$ cat src/rtl/multicycle_mips_core.sv
// multicycle_mips_core
//   Multicycle MIPS-subset CPU: control FSM, 3-bit-op ALU, 32x32 register
//   file, instruction ROM and data RAM in one module. The data-memory write
//   port is exported so the surrounding system can observe stores.
//
// Parameters
//   MEM_WORDS  words in imem and in dmem (power of 2); addresses wrap
//   IMEM_FILE  name of the imem hex image; imem contents come from IMEM_INIT
//   IMEM_INIT  imem contents
//
// Ports
//   clk        in   1   clock, rising edge
//   reset      in   1   asynchronous, active-high
//   writedata  out 32   store data (register B)
//   dataadr    out 32   data address (ALUOut register)
//   memwrite   out  1   high for the whole MEMWR cycle of an sw
//
// Build option
//   MIPS_BNE_EN  when defined, opcode 0x05 (bne) branches if A != B;
//                otherwise 0x05 is treated as an unknown opcode.

module multicycle_mips_core #(
   parameter int unsigned                  MEM_WORDS = 64,
   parameter string                        IMEM_FILE = "memfile.dat",
   parameter logic [MEM_WORDS-1:0][31:0]   IMEM_INIT = '0
) (
   input  logic        clk,
   input  logic        reset,
   output logic [31:0] writedata,
   output logic [31:0] dataadr,
   output logic        memwrite
);

   localparam int unsigned AW = $clog2(MEM_WORDS);

   localparam logic [5:0] OP_RTYPE = 6'h00;
   localparam logic [5:0] OP_ADDI  = 6'h08;
   localparam logic [5:0] OP_LW    = 6'h23;
   localparam logic [5:0] OP_SW    = 6'h2B;
   localparam logic [5:0] OP_BEQ   = 6'h04;
   localparam logic [5:0] OP_J     = 6'h02;
`ifdef MIPS_BNE_EN
   localparam logic [5:0] OP_BNE   = 6'h05;
`endif

   typedef enum logic [3:0] {
      S_FETCH, S_DECODE, S_MEMADR, S_MEMRD, S_MEMWB, S_MEMWR,
      S_EXEC, S_ALUWB, S_ADDIEX, S_ADDIWB, S_BRANCH, S_JUMP
   } state_t;

   typedef enum logic [2:0] {
      ALU_AND = 3'b000,
      ALU_OR  = 3'b001,
      ALU_ADD = 3'b010,
      ALU_SUB = 3'b110,
      ALU_SLT = 3'b111
   } alu_op_t;

   // imem is a ROM built once at time 0 from IMEM_INIT.
   function automatic logic [MEM_WORDS-1:0][31:0] imem_image();
      logic [MEM_WORDS-1:0][31:0] img;
      for (int unsigned i = 0; i < MEM_WORDS; i++) img[i[AW-1:0]] = IMEM_INIT[i[AW-1:0]];
      return img;
   endfunction

   function automatic logic [31:0] alu(input alu_op_t op, input logic [31:0] x,
                                       input logic [31:0] y);
      logic [31:0] r;
      r = x + y;
      case (op)
         ALU_AND: r = x & y;
         ALU_OR:  r = x | y;
         ALU_SUB: r = x - y;
         ALU_SLT: r = {31'b0, $signed(x) < $signed(y)};
         default: r = x + y;
      endcase
      return r;
   endfunction

   logic [MEM_WORDS-1:0][31:0] imem = imem_image();
   logic [31:0]                dmem [MEM_WORDS];

   state_t      state_q, state_d;
   logic [31:0] pc_q, pc_d;
   logic [31:0] ir_q, ir_d;
   logic [31:0] a_q, a_d;
   logic [31:0] b_q, b_d;
   logic [31:0] aluout_q, aluout_d;
   logic [31:0] mdr_q, mdr_d;
   logic [31:0] rf_q [32];
   logic [31:0] rf_d [32];

   logic        rf_we;
   logic [4:0]  rf_waddr;
   logic [31:0] rf_wdata;
   logic        dmem_we;

   logic [5:0]  opcode, funct;
   logic [4:0]  rs, rt, rd;
   logic [31:0] imm_sext;
   alu_op_t     alu_op;
   logic        funct_ok;
   logic        branch_ne;

   assign opcode   = ir_q[31:26];
   assign rs       = ir_q[25:21];
   assign rt       = ir_q[20:16];
   assign rd       = ir_q[15:11];
   assign funct    = ir_q[5:0];
   assign imm_sext = {{16{ir_q[15]}}, ir_q[15:0]};

`ifdef MIPS_BNE_EN
   assign branch_ne = (opcode == OP_BNE);
`else
   assign branch_ne = 1'b0;
`endif

   always_comb begin
      alu_op   = ALU_ADD;
      funct_ok = 1'b1;
      case (funct)
         6'h20:   alu_op = ALU_ADD;
         6'h22:   alu_op = ALU_SUB;
         6'h24:   alu_op = ALU_AND;
         6'h25:   alu_op = ALU_OR;
         6'h2A:   alu_op = ALU_SLT;
         default: funct_ok = 1'b0;
      endcase
   end

   always_comb begin
      state_d  = state_q;
      pc_d     = pc_q;
      ir_d     = ir_q;
      a_d      = a_q;
      b_d      = b_q;
      aluout_d = aluout_q;
      mdr_d    = mdr_q;
      rf_we    = 1'b0;
      rf_waddr = '0;
      rf_wdata = '0;
      dmem_we  = 1'b0;
      case (state_q)
         S_FETCH: begin
            ir_d    = imem[pc_q[AW+1:2]];
            pc_d    = pc_q + 32'd4;
            state_d = S_DECODE;
         end
         S_DECODE: begin
            a_d      = rf_q[rs];
            b_d      = rf_q[rt];
            aluout_d = pc_q + {imm_sext[29:0], 2'b00};
            case (opcode)
               OP_LW, OP_SW: state_d = S_MEMADR;
               OP_RTYPE:     state_d = S_EXEC;
               OP_ADDI:      state_d = S_ADDIEX;
               OP_BEQ:       state_d = S_BRANCH;
`ifdef MIPS_BNE_EN
               OP_BNE:       state_d = S_BRANCH;
`endif
               OP_J:         state_d = S_JUMP;
               default:      state_d = S_FETCH;
            endcase
         end
         S_MEMADR: begin
            aluout_d = a_q + imm_sext;
            state_d  = (opcode == OP_LW) ? S_MEMRD : S_MEMWR;
         end
         S_MEMRD: begin
            mdr_d   = dmem[aluout_q[AW+1:2]];
            state_d = S_MEMWB;
         end
         S_MEMWB: begin
            rf_we    = 1'b1;
            rf_waddr = rt;
            rf_wdata = mdr_q;
            state_d  = S_FETCH;
         end
         S_MEMWR: begin
            dmem_we = 1'b1;
            state_d = S_FETCH;
         end
         S_EXEC: begin
            // Unknown funct ends the instruction here and leaves ALUOut alone.
            if (funct_ok) begin
               aluout_d = alu(alu_op, a_q, b_q);
               state_d  = S_ALUWB;
            end else begin
               state_d  = S_FETCH;
            end
         end
         S_ALUWB: begin
            rf_we    = 1'b1;
            rf_waddr = rd;
            rf_wdata = aluout_q;
            state_d  = S_FETCH;
         end
         S_ADDIEX: begin
            aluout_d = a_q + imm_sext;
            state_d  = S_ADDIWB;
         end
         S_ADDIWB: begin
            rf_we    = 1'b1;
            rf_waddr = rt;
            rf_wdata = aluout_q;
            state_d  = S_FETCH;
         end
         S_BRANCH: begin
            // ALUOut holds the target computed in DECODE; bne inverts the test.
            if ((a_q == b_q) != branch_ne) pc_d = aluout_q;
            state_d = S_FETCH;
         end
         S_JUMP: begin
            pc_d    = {pc_q[31:28], ir_q[25:0], 2'b00};
            state_d = S_FETCH;
         end
         default: state_d = S_FETCH;
      endcase
   end

   always_comb begin
      rf_d = rf_q;
      if (rf_we && (rf_waddr != 5'd0)) rf_d[rf_waddr] = rf_wdata;
   end

   always_ff @(posedge clk or posedge reset) begin
      if (reset) begin
         state_q  <= S_FETCH;
         pc_q     <= '0;
         ir_q     <= '0;
         a_q      <= '0;
         b_q      <= '0;
         aluout_q <= '0;
         mdr_q    <= '0;
         rf_q     <= '{default: '0};
      end else begin
         state_q  <= state_d;
         pc_q     <= pc_d;
         ir_q     <= ir_d;
         a_q      <= a_d;
         b_q      <= b_d;
         aluout_q <= aluout_d;
         mdr_q    <= mdr_d;
         rf_q     <= rf_d;
      end
   end

   // dmem is not cleared by reset; dmem_we is low while reset is held.
   always_ff @(posedge clk) begin
      if (dmem_we) dmem[aluout_q[AW+1:2]] <= b_q;
   end

   assign memwrite  = dmem_we;
   assign dataadr   = aluout_q;
   assign writedata = b_q;

endmodule

$ cat config.mk
export PLATFORM = sky130hd
export DESIGN_NAME = multicycle_mips_core
export DESIGN_NICKNAME = d
export VERILOG_FILES = /design/src/rtl/multicycle_mips_core.sv
export SDC_FILE = /design/constraint.sdc
export NUM_CORES = 1
export LEC_CHECK = 0
export ABC_AREA = 1
export BUFFER_PORTS_ARGS = -buffer_cell sky130_fd_sc_hd__buf_2
export CORE_MARGIN = 2
export CORE_UTILIZATION = 45
export DETAILED_ROUTE_END_ITERATION = 6
export HOLD_SLACK_MARGIN = 0.05
export MAX_ROUTING_LAYER = met4
export PLACE_DENSITY = 0.67
export SETUP_SLACK_MARGIN = 0.4
export SLEW_MARGIN = 20
export SYNTH_ARGS = -nofsm -noshare
export SYNTH_HDL_FRONTEND = slang
export SYNTH_SLANG_ARGS = --single-unit
$ cat constraint.sdc
create_clock -name clk -period 4.47 [get_ports clk]
set_clock_uncertainty 0.1 [all_clocks]
set_input_delay 0.2235 -clock clk [delete_from_list [all_inputs] [get_ports clk]]
set_output_delay 0.2235 -clock clk [all_outputs]
set_load 0.02 [all_outputs]
* Word level (Yosys, flattened, before mapping) *
Memory sizes are Yosys's and may differ from the RTL's. A register that Yosys moved wholly into a read port is not among the register bits.
Cells that the tools add are included.

word-level totals
  flip-flop bits (word level) = 1156
  memories kept = 2
  ROM bits = 2048
  output and inout port bits = 65
  input port bits = 2
  RAM bits = 2048
  word-level logic and storage cells = 127

operators by class
  eq/ne operators = 27
  reductions and logical operators = 18
  bitwise logic cells = 6
  magnitude comparators = 5
  mux-type cells = 26
  add/subtract/negate cells = 5

memories
  name              depth  width  rd ports  clocked after Yosys merged registers in  write ports  line  source
  (name not given)  64     32     1         1                                        0            145   ir_d = imem[pc_q[AW+1:2]];
  dmem              64     32     1         1                                        1            81    logic [31:0] dmem [MEM_WORDS];

operators with widths
  operator                                                   number
  bitwise mux 1024 bit                                       1
  binary-select mux 32 bit (select 5 bit)                    2
  2-to-1 mux 32 bit                                          7
  case mux 32 bit (3 select lines)                           2
  demux 32 bit (select 5 bit)                                1
  case mux 32 bit (4 select lines)                           1
  adder 32 bit                                               3
  case mux 32 bit (2 select lines)                           1
  equality test 6 bit (second input constant)                7
  adder 32 x 3 -> 32 bit (second input constant)             1
  bitwise AND 32 bit                                         1
  equality test 32 bit                                       1
  < comparator 32 bit                                        1
  bitwise OR 32 bit                                          1
  subtractor 32 bit                                          1
  case mux 4 bit (6 select lines)                            1
  case mux 4 bit (5 select lines)                            1
  greater-or-equal comparator 6 bit (second input constant)  3
  NOT 5 -> 6 bit                                             3
  equality test 4 x 3 -> 1 bit (second input constant)       4
  equality test 4 bit (second input constant)                4
  case mux 3 bit (4 select lines)                            1
  case mux 5 bit (2 select lines)                            1
  equality test 4 x 2 -> 1 bit (second input constant)       2
  23 further kinds                                           36

* Logic depth before layout (Yosys ltp) *
Gate-level depths: netlist of the first run.

  depth after elaboration = 9
  depth in mapped cells = 10
  gate-level depth less buffers = 10

* Worst setup path before layout of the first run *
No wires, ideal clock.

  path kind = reg2out
  from = register state_q[0]
  to = output port memwrite
  data arrival time = 1.271 ns
  stages on the path, launching flop included = 3
  path buffers = 0
  required time = 4.147 ns
  slack = 2.875 ns
  path through = dfrtp_1 > inv_1 > nor4_1

between the ends
  cells in the longest elaborated chain, start to end = 2

ends and longest elaborated chain
  item                          line  source
  start, declared               83    state_t state_q, state_d;
  start signal, assigned        237   state_q <= state_d;
  equality test 4 x 3 -> 1 bit  143   case (state_q)
  2-to-1 mux 1 bit              143
  end, declared                 31    output logic memwrite

Every way passes these cells.

* Worst setup path in the final report of the first run *
  from = register state_q[0]
  to = register aluout_q[28] (netlist: dataadr[28])

between the ends
  cells in the longest elaborated chain, start to end = 4
  elaborated cells on any way between the ends = 9
  those cells by class = eq/ne: 5; mux: 1; reduce/logical: 3

ends and longest elaborated chain
  item                                                                 line  source
  equality test 4 bit or equality test 4 x 2 -> 1 bit (tied branches)  143
  OR reduction 2 bit (no source line)                                  n/a
  nonzero test 3 bit (no source line)                                  n/a
  AND reduction 2 bit (no source line)                                 n/a
  end signal, assigned                                                 242   aluout_q <= aluout_d;
  end, declared                                                        88    logic [31:0] aluout_q, aluout_d;

Several ways; a longest one is shown, not always the timed one.
A chain may end at the register's enable or synchronous reset.

==> results.cfg, run 1 <==
[run_status]
outcome = finished, final reports clean

[worst_setup_path]
crit_path_end_kind = flip-flop
start_kind = flip-flop
worst_ep_arrival_time_ps = 2470
path_max_fanout = 40
cp.required_ps = 4550
criticalPathCategory = flip-flop to flip-flop
worstReg2RegEnd = dataadr[28]
rrSetupSlack_ps = 2080
worstReg2RegStart = state_q[0]
reg2regPathDepth = 5

[power]
power_leakage_nw = 2.07
power_density_mw_per_mm2 = 256
seq_power_share = 0.556
finalPower_mw = 1.11
switching_power_uw = 263
p_clk_frac = 0.411
vdd_ir_drop_max_v = 0.000127
sw_frac_of_total = 0.237
p_comb_frac = 0.033
p_int_uw = 843

[grt]
grt_pass1_wl_um = 15000
antenna_found_initial = 0
grt_use_total = 0.195
first_global_vias = 3191
grt_max_degree = 69
grt_overflow = 0

[timing]
tns_ps = 0
hold_viol_final = 0
tightest_slew_ps = 1040
fin_ws_ps = 2080
finalCritPeriodShare = 0.534
max_freq_mhz = 419
finalCriticalPeriod_ps = 2390
slew_headroom = 0.305
rsz0062_at_grt = false
setup_viol = 0
drv_slew = 0

[synthesis]
ys_ff_latch = 68
ys_seq_area_frac = 0.419
avgSynthCellArea_um2 = 7.87
netlist_area_mm2 = 0.00406
synthDistinctLibCells = 34
yosysWarnings = 0
synthCells = 516

[job]
max_cap_violations = 0

[route]
wirelength_um = 8980
drcViolationCount = 0
via_per_inst = 5.12
drt_iter0_markers = 287
wire_per_inst_um = 13.6
vias = 3367
drtAntennaViolNets = 0
dr.pass1.iters = 5

[clocking]
tritoncts = yes
cts.htree.levels = 3
root_buffer = clkbuf_8
hold_buffers = 0
cts_buffers = 9
postCtsSetupRepairBufs = 0
cts_resized = 0
clock-sinks = 68
clk_path_buf_depth = 2
path_clk_slew_ps = 70
insertion_delay_ps = 340

[finish]
fillers = 872
diodes = 0
area_growth_pct = 6.56
fin_util = 0.496
nets = 549
drive_gt1_frac = 0.184

[floorplanning]
die_h_um = 99.0
die_x_um = 99.0
floorplan.rows = 34
coreArea_mm2 = 0.00872
ios = 67
dieArea_mm2 = 0.00980
start_util = 0.466

[placed_design]
dp_slack_ps = 2120
gp_congestion = 0.896
port_buffers = 34
post-dp-hpwl_um = 6140

[hold_path]
hp-class = input port to asynchronous set/reset pin
worst max-delay path by stage:
| stage | to | startpoint | depth (start not counted) |
|---|---|---|---|
| final | dataadr[28] | state_q[0] | 5 |
| after CTS | dataadr[28] | state_q[0] | 5 |
| after floorplan | dataadr[0] | reset | 1 |
| after global routing | dataadr[28] | state_q[0] | 5 |
| after global placement | dataadr[27] | state_q[0] | 5 |
| after detailed placement | dataadr[29] | state_q[0] | 5 |
cell usage after synthesis, drive strengths merged:
master	instances	area share
nand4	4	0.0062
a22oi	3	0.0055
dfrtp	68	0.42
o21bai	1	0.0018
and2	2	0.0031
buf	44	0.080
nor2	56	0.060
nand2	97	0.092
conb	1	0.00092
inv	91	0.084
nor3	3	0.0037
xor2	1	0.0022
a21oi	19	0.029
clkbuf	3	0.0028
o22ai	31	0.079
nor4	1	0.0015
nand3	46	0.060
a31oi	8	0.016
ha	1	0.0031
o21ai	36	0.051
final cells by class:
| cell class | count | area, um2 | share of cell area |
|---|---|---|---|
| Inverter | 91 | 342 | 0.0789 |
| Timing Repair Buffer | 35 | 178 | 0.0411 |
| Sequential cell | 68 | 1700 | 0.393 |
| Clock buffer | 13 | 159 | 0.0367 |
| Clock inverter | 2 | 10.0 | 0.00231 |
| Tap cell | 108 | 135 | 0.0312 |
| Multi-Input combinational cell | 341 | 1800 | 0.416 |
logic make-up after synthesis:
group           Yosys count  share of synthesized area
compound gates           98                      0.182
xor+xnor                  1                    0.00216
fa+ha+maj                 1                    0.00308
buf+inv                 138                      0.166
flops                    68                      0.419
other cells               1                   0.000924
simple gates            209                      0.227
registers in the layout, summed over array words and instances, names as in the netlist:
signal,flops
state_q,4
dataadr,32
pc_q,32
power groups by stage:
stage               Sequential [mW]  Clock, mW  Combinational (mW)
floorplan                     0.627          0              0.0537
global placement              0.627          0              0.0370
detailed placement            0.627          0              0.0374
CTS                           0.615      0.464              0.0372
global route                  0.615      0.489              0.0408
finish                        0.615      0.454              0.0367
stage by stage:
step	cell area [um2]	hold slack, ps	std cells
after detailed placement	4160	403	643
final	4330	41.1	658
after global routing	4330	121	658
after global placement	4160	390	643
after floorplan	4180	373	547
after CTS	4330	69.5	658
layer usage:
layer | track usage | vias to the layer above | share of wire
met4 | 0.0864 | 0 | 0.012
met3 | 0.0305 | 14 | 0.044
met5 | - | - | 0
met2 | 0.295 | 85 | 0.47
met1 | 0.260 | 1606 | 0.48
li1 | - | 1662 | -
critical path, cell delays in order, from the launching register on:
cell,delay (ps)
dfrtp_1,470
inv_1,140
nor2_1,140
nand2_2,560
nand2_4,640
o22ai_1,140
cells in the final DEF (no fill, tap or decap), types with 4 or more instances in the layout:
| cell | n |
|---|---|
| inv_2 | 7 |
| nor2_2 | 7 |
| nor2_1 | 48 |
| o22ai_1 | 11 |
| conb_1 | 32 |
| dfrtp_1 | 68 |
| a31oi_1 | 7 |
| buf_2 | 34 |
| nand4_1 | 4 |
| o22ai_2 | 20 |
| nand2_1 | 94 |
| nand3_1 | 45 |
| inv_1 | 84 |
| a21oi_2 | 6 |
| o21ai_0 | 21 |
| clkbuf_8 | 11 |
| o21ai_2 | 7 |
| o21ai_1 | 8 |
| a21oi_1 | 13 |
Note: power is estimated with default switching activity, not from simulation.
==> run 2, diff against run 1 <==
--- a/config.mk
+++ b/config.mk
@@ -5,14 +5,14 @@
 export SDC_FILE = /design/constraint.sdc
 export NUM_CORES = 1
 export LEC_CHECK = 0
-export ABC_AREA = 1
+export ABC_AREA = 0
 export BUFFER_PORTS_ARGS = -buffer_cell sky130_fd_sc_hd__buf_2
 export CORE_MARGIN = 2
 export CORE_UTILIZATION = 45
 export DETAILED_ROUTE_END_ITERATION = 6
 export HOLD_SLACK_MARGIN = 0.05
 export MAX_ROUTING_LAYER = met4
-export PLACE_DENSITY = 0.67
+export PLACE_DENSITY = 0.68
 export SETUP_SLACK_MARGIN = 0.4
 export SLEW_MARGIN = 20
 export SYNTH_ARGS = -nofsm -noshare
==> constraint.sdc (replaced) <==
create_clock -name clk -period 2.5 [get_ports clk]
set_clock_uncertainty 0.1 [all_clocks]
set_input_delay 0.125 -clock clk [delete_from_list [all_inputs] [get_ports clk]]
set_output_delay 0.125 -clock clk [all_outputs]
set_load 0.02 [all_outputs]
==> run 2 against run 1 <==
Effect of this change: critical path type unchanged; largest power group unchanged; die area decreased by 11%; sequential share of layout area grew 3.2 points; maximum frequency is 20% higher; via count down 13%; clock power grew 81%; worst hold slack better by 240 ps; worst setup slack worse by 1600 ps; non-clock buffer count increased by 15.
==> results.cfg, run 2 <==
[synthesis]
synthFlopType = dfrtp_1
yosysMostFrequentCell = dfrtp_1
synth.area.mux_share = 0.00869
yosysTopAreaCellShare = 0.473
synth-xor-area-share = 0.0243
synthSimpleGateAreaFrac = 0.188
synth_area_leader_cell = dfrtp_1
yosys-top-cells-count = 68 x dfrtp_1, 37 x a22o_1, 32 x buf_4
avgSynthCellArea_um2 = 9.95
ys_seq_area_frac = 0.473
synth_area_leaders = dfrtp_1 47%, a22o_1 9.0%, buf_4 6.7%
ys_ff_latch = 68
synth_edf_count = 0
synth-compound-area-share = 0.199
yosysWarnings = 0
synthDistinctLibCells = 47
synthCells = 362
synth_fa_ha_area_frac = 0.00347
netlist_area_mm2 = 0.00360
synth_top_family_by_area = compound AO/OA/AOI/OAI gates
synthArstFlopShare = 1.00

[worst_setup_path]
worst_ep_arrival_time_ps = 2150
crit_path_top_delay_cell = dfrtp_1
cp_cell_sequence = and3_1, nand4_1, nor4_2, mux2i_1, a221o_1
criticalPathCategory = flip-flop to flip-flop
crit_path_end_kind = flip-flop
path_max_fanout = 5
start_kind = flip-flop
cp.required_ps = 2650
reg2regPathDepth = 5
max_stage_delay_ps = 440

[floorplanning]
dieArea_mm2 = 0.00873
die_h_um = 93.5
die_x_um = 93.5
floorplan.rows = 32
ios = 67
coreArea_mm2 = 0.00773
start_util = 0.466

[timing]
max_freq_mhz = 501
drv_slew = 0
setup_viol = 0
rsz0062_at_grt = true
tightest_slew_ps = 627
tns_ps = 0
slew_headroom = 0.580
hold_viol_final = 0
finalCritPeriodShare = 0.799
finalCriticalPeriod_ps = 2000

[hold_path]
hp-class = input port to asynchronous set/reset pin

[grt]
antenna_found_initial = 0
first_global_vias = 2767
grt_overflow = 0
grt_max_degree = 41
grt_use_total = 0.215
grt_pass1_wl_um = 14000

[clocking]
path_clk_slew_ps = 90
postCtsSetupRepairBufs = 0
cts.htree.levels = 3
root_buffer = clkbuf_8
cts_buffers = 9
insertion_delay_ps = 370
clk_path_buf_depth = 2
tritoncts = yes
clock-sinks = 68

[finish]
drive_gt1_frac = 0.208
area_growth_pct = 11.3
instances_no_fill = 506
diodes = 0
mostFrequentLayoutCell = dfrtp_1
final_cell_mix = 65 x dfrtp_1, 37 x a22o_1, 34 x buf_2
nets = 402

[route]
dr.pass1.iters = 4
vias = 2942
drt_iter0_markers = 210
via_per_inst = 5.81
drcViolationCount = 0
wire_per_inst_um = 17.0
drtAntennaViolNets = 0
wirelength_um = 8600

[placed_design]
place_inst = 489
port_buffers = 34
post-dp-hpwl_um = 5750
gp_congestion = 0.943

[power]
power_leakage_nw = 1.86
vdd_ir_drop_max_v = 0.000303
power_density_mw_per_mm2 = 496
finalPower_mw = 1.99

[job]
max_cap_violations = 0

[run_status]
outcome = finished, final reports clean
[run 2: cell count changes in the layout (fill, tap and decap cells not counted), moves of 20 or more]
cell     before  now
nand2_1      94   27
inv_1        84    5
nor2_1       48   11
a22o_1        0   37
nand3_1      45   24
o22ai_2      20    0
[run 2: path summary, 6_finish.rpt]
check                           startpoint          end  slack (ps)
worst max-delay path               pc_q[2]     pc_q[25]         500
worst min-delay path                 reset     pc_q[29]         280
worst max register to register     pc_q[2]     pc_q[25]         500
worst min register to register     pc_q[1]   dataadr[1]         400
max in group asynchronous            reset  dataadr[17]        1370
min in group clk                   pc_q[1]   dataadr[1]         400
[run 2: metrics by stage]
stage                     setup slack (ps)  hold WS, ps   util  cell area, um2
after CTS                              439          297  0.516            3990
after detailed placement               462          153  0.492            3800
after global placement                 485          139  0.492            3800
after floorplan                        518          366      -            3720
after global routing                   385          357  0.519            4010
final                                  503          281  0.519            4010
[run 2: logic make-up after synthesis]
logic type	after synthesis
AOI/OAI and AO/OA	100
and+or+nand+nor	118
muxes	3
other	1
buffers and inverters	61
DFF	68
adders and majority gates	1
xor gates and xnor gates	10
[run 2: what timing repair did]
| action | in CTS | in global routing |
|---|---|---|
| hold endpoints to repair | 28 | 0 |
| hold buffers | 1 | 0 |
| endpoints found under the setup margin | 0 | 36 |
| resized for setup | 0 | 7 |
[run 2: per-layer routing]
metal | track usage | wire length [um]
met5 | - | 0
met4 | 0.0956 | 195
met3 | 0.0395 | 506
met2 | 0.319 | 4060
met1 | 0.290 | 3840
[run 2: critical path, delay by kind of cell, from the launching register on]
family | cells | cell delay (ps)
and+or+nand+nor | 3 | 960
DFF | 1 | 440
AOI/OAI and AO/OA | 1 | 260
muxes | 1 | 120
[run 2: final cells by class]
cell class              count  area, um2
well taps                 102        128
fillers                   697       3720
inverters                   6       22.5
clock inverters             7       53.8
flip-flops and latches     68       1710
clock buffers               9        124
multi-input cells         264       1670
repair buffers             50        305
[run 2: where the power goes]
group	internal (mW)	switching [mW]
Combinational	0.00489	0.0642
Clock	0.362	0.460
Sequential	1.10	0
Total	1.47	0.524
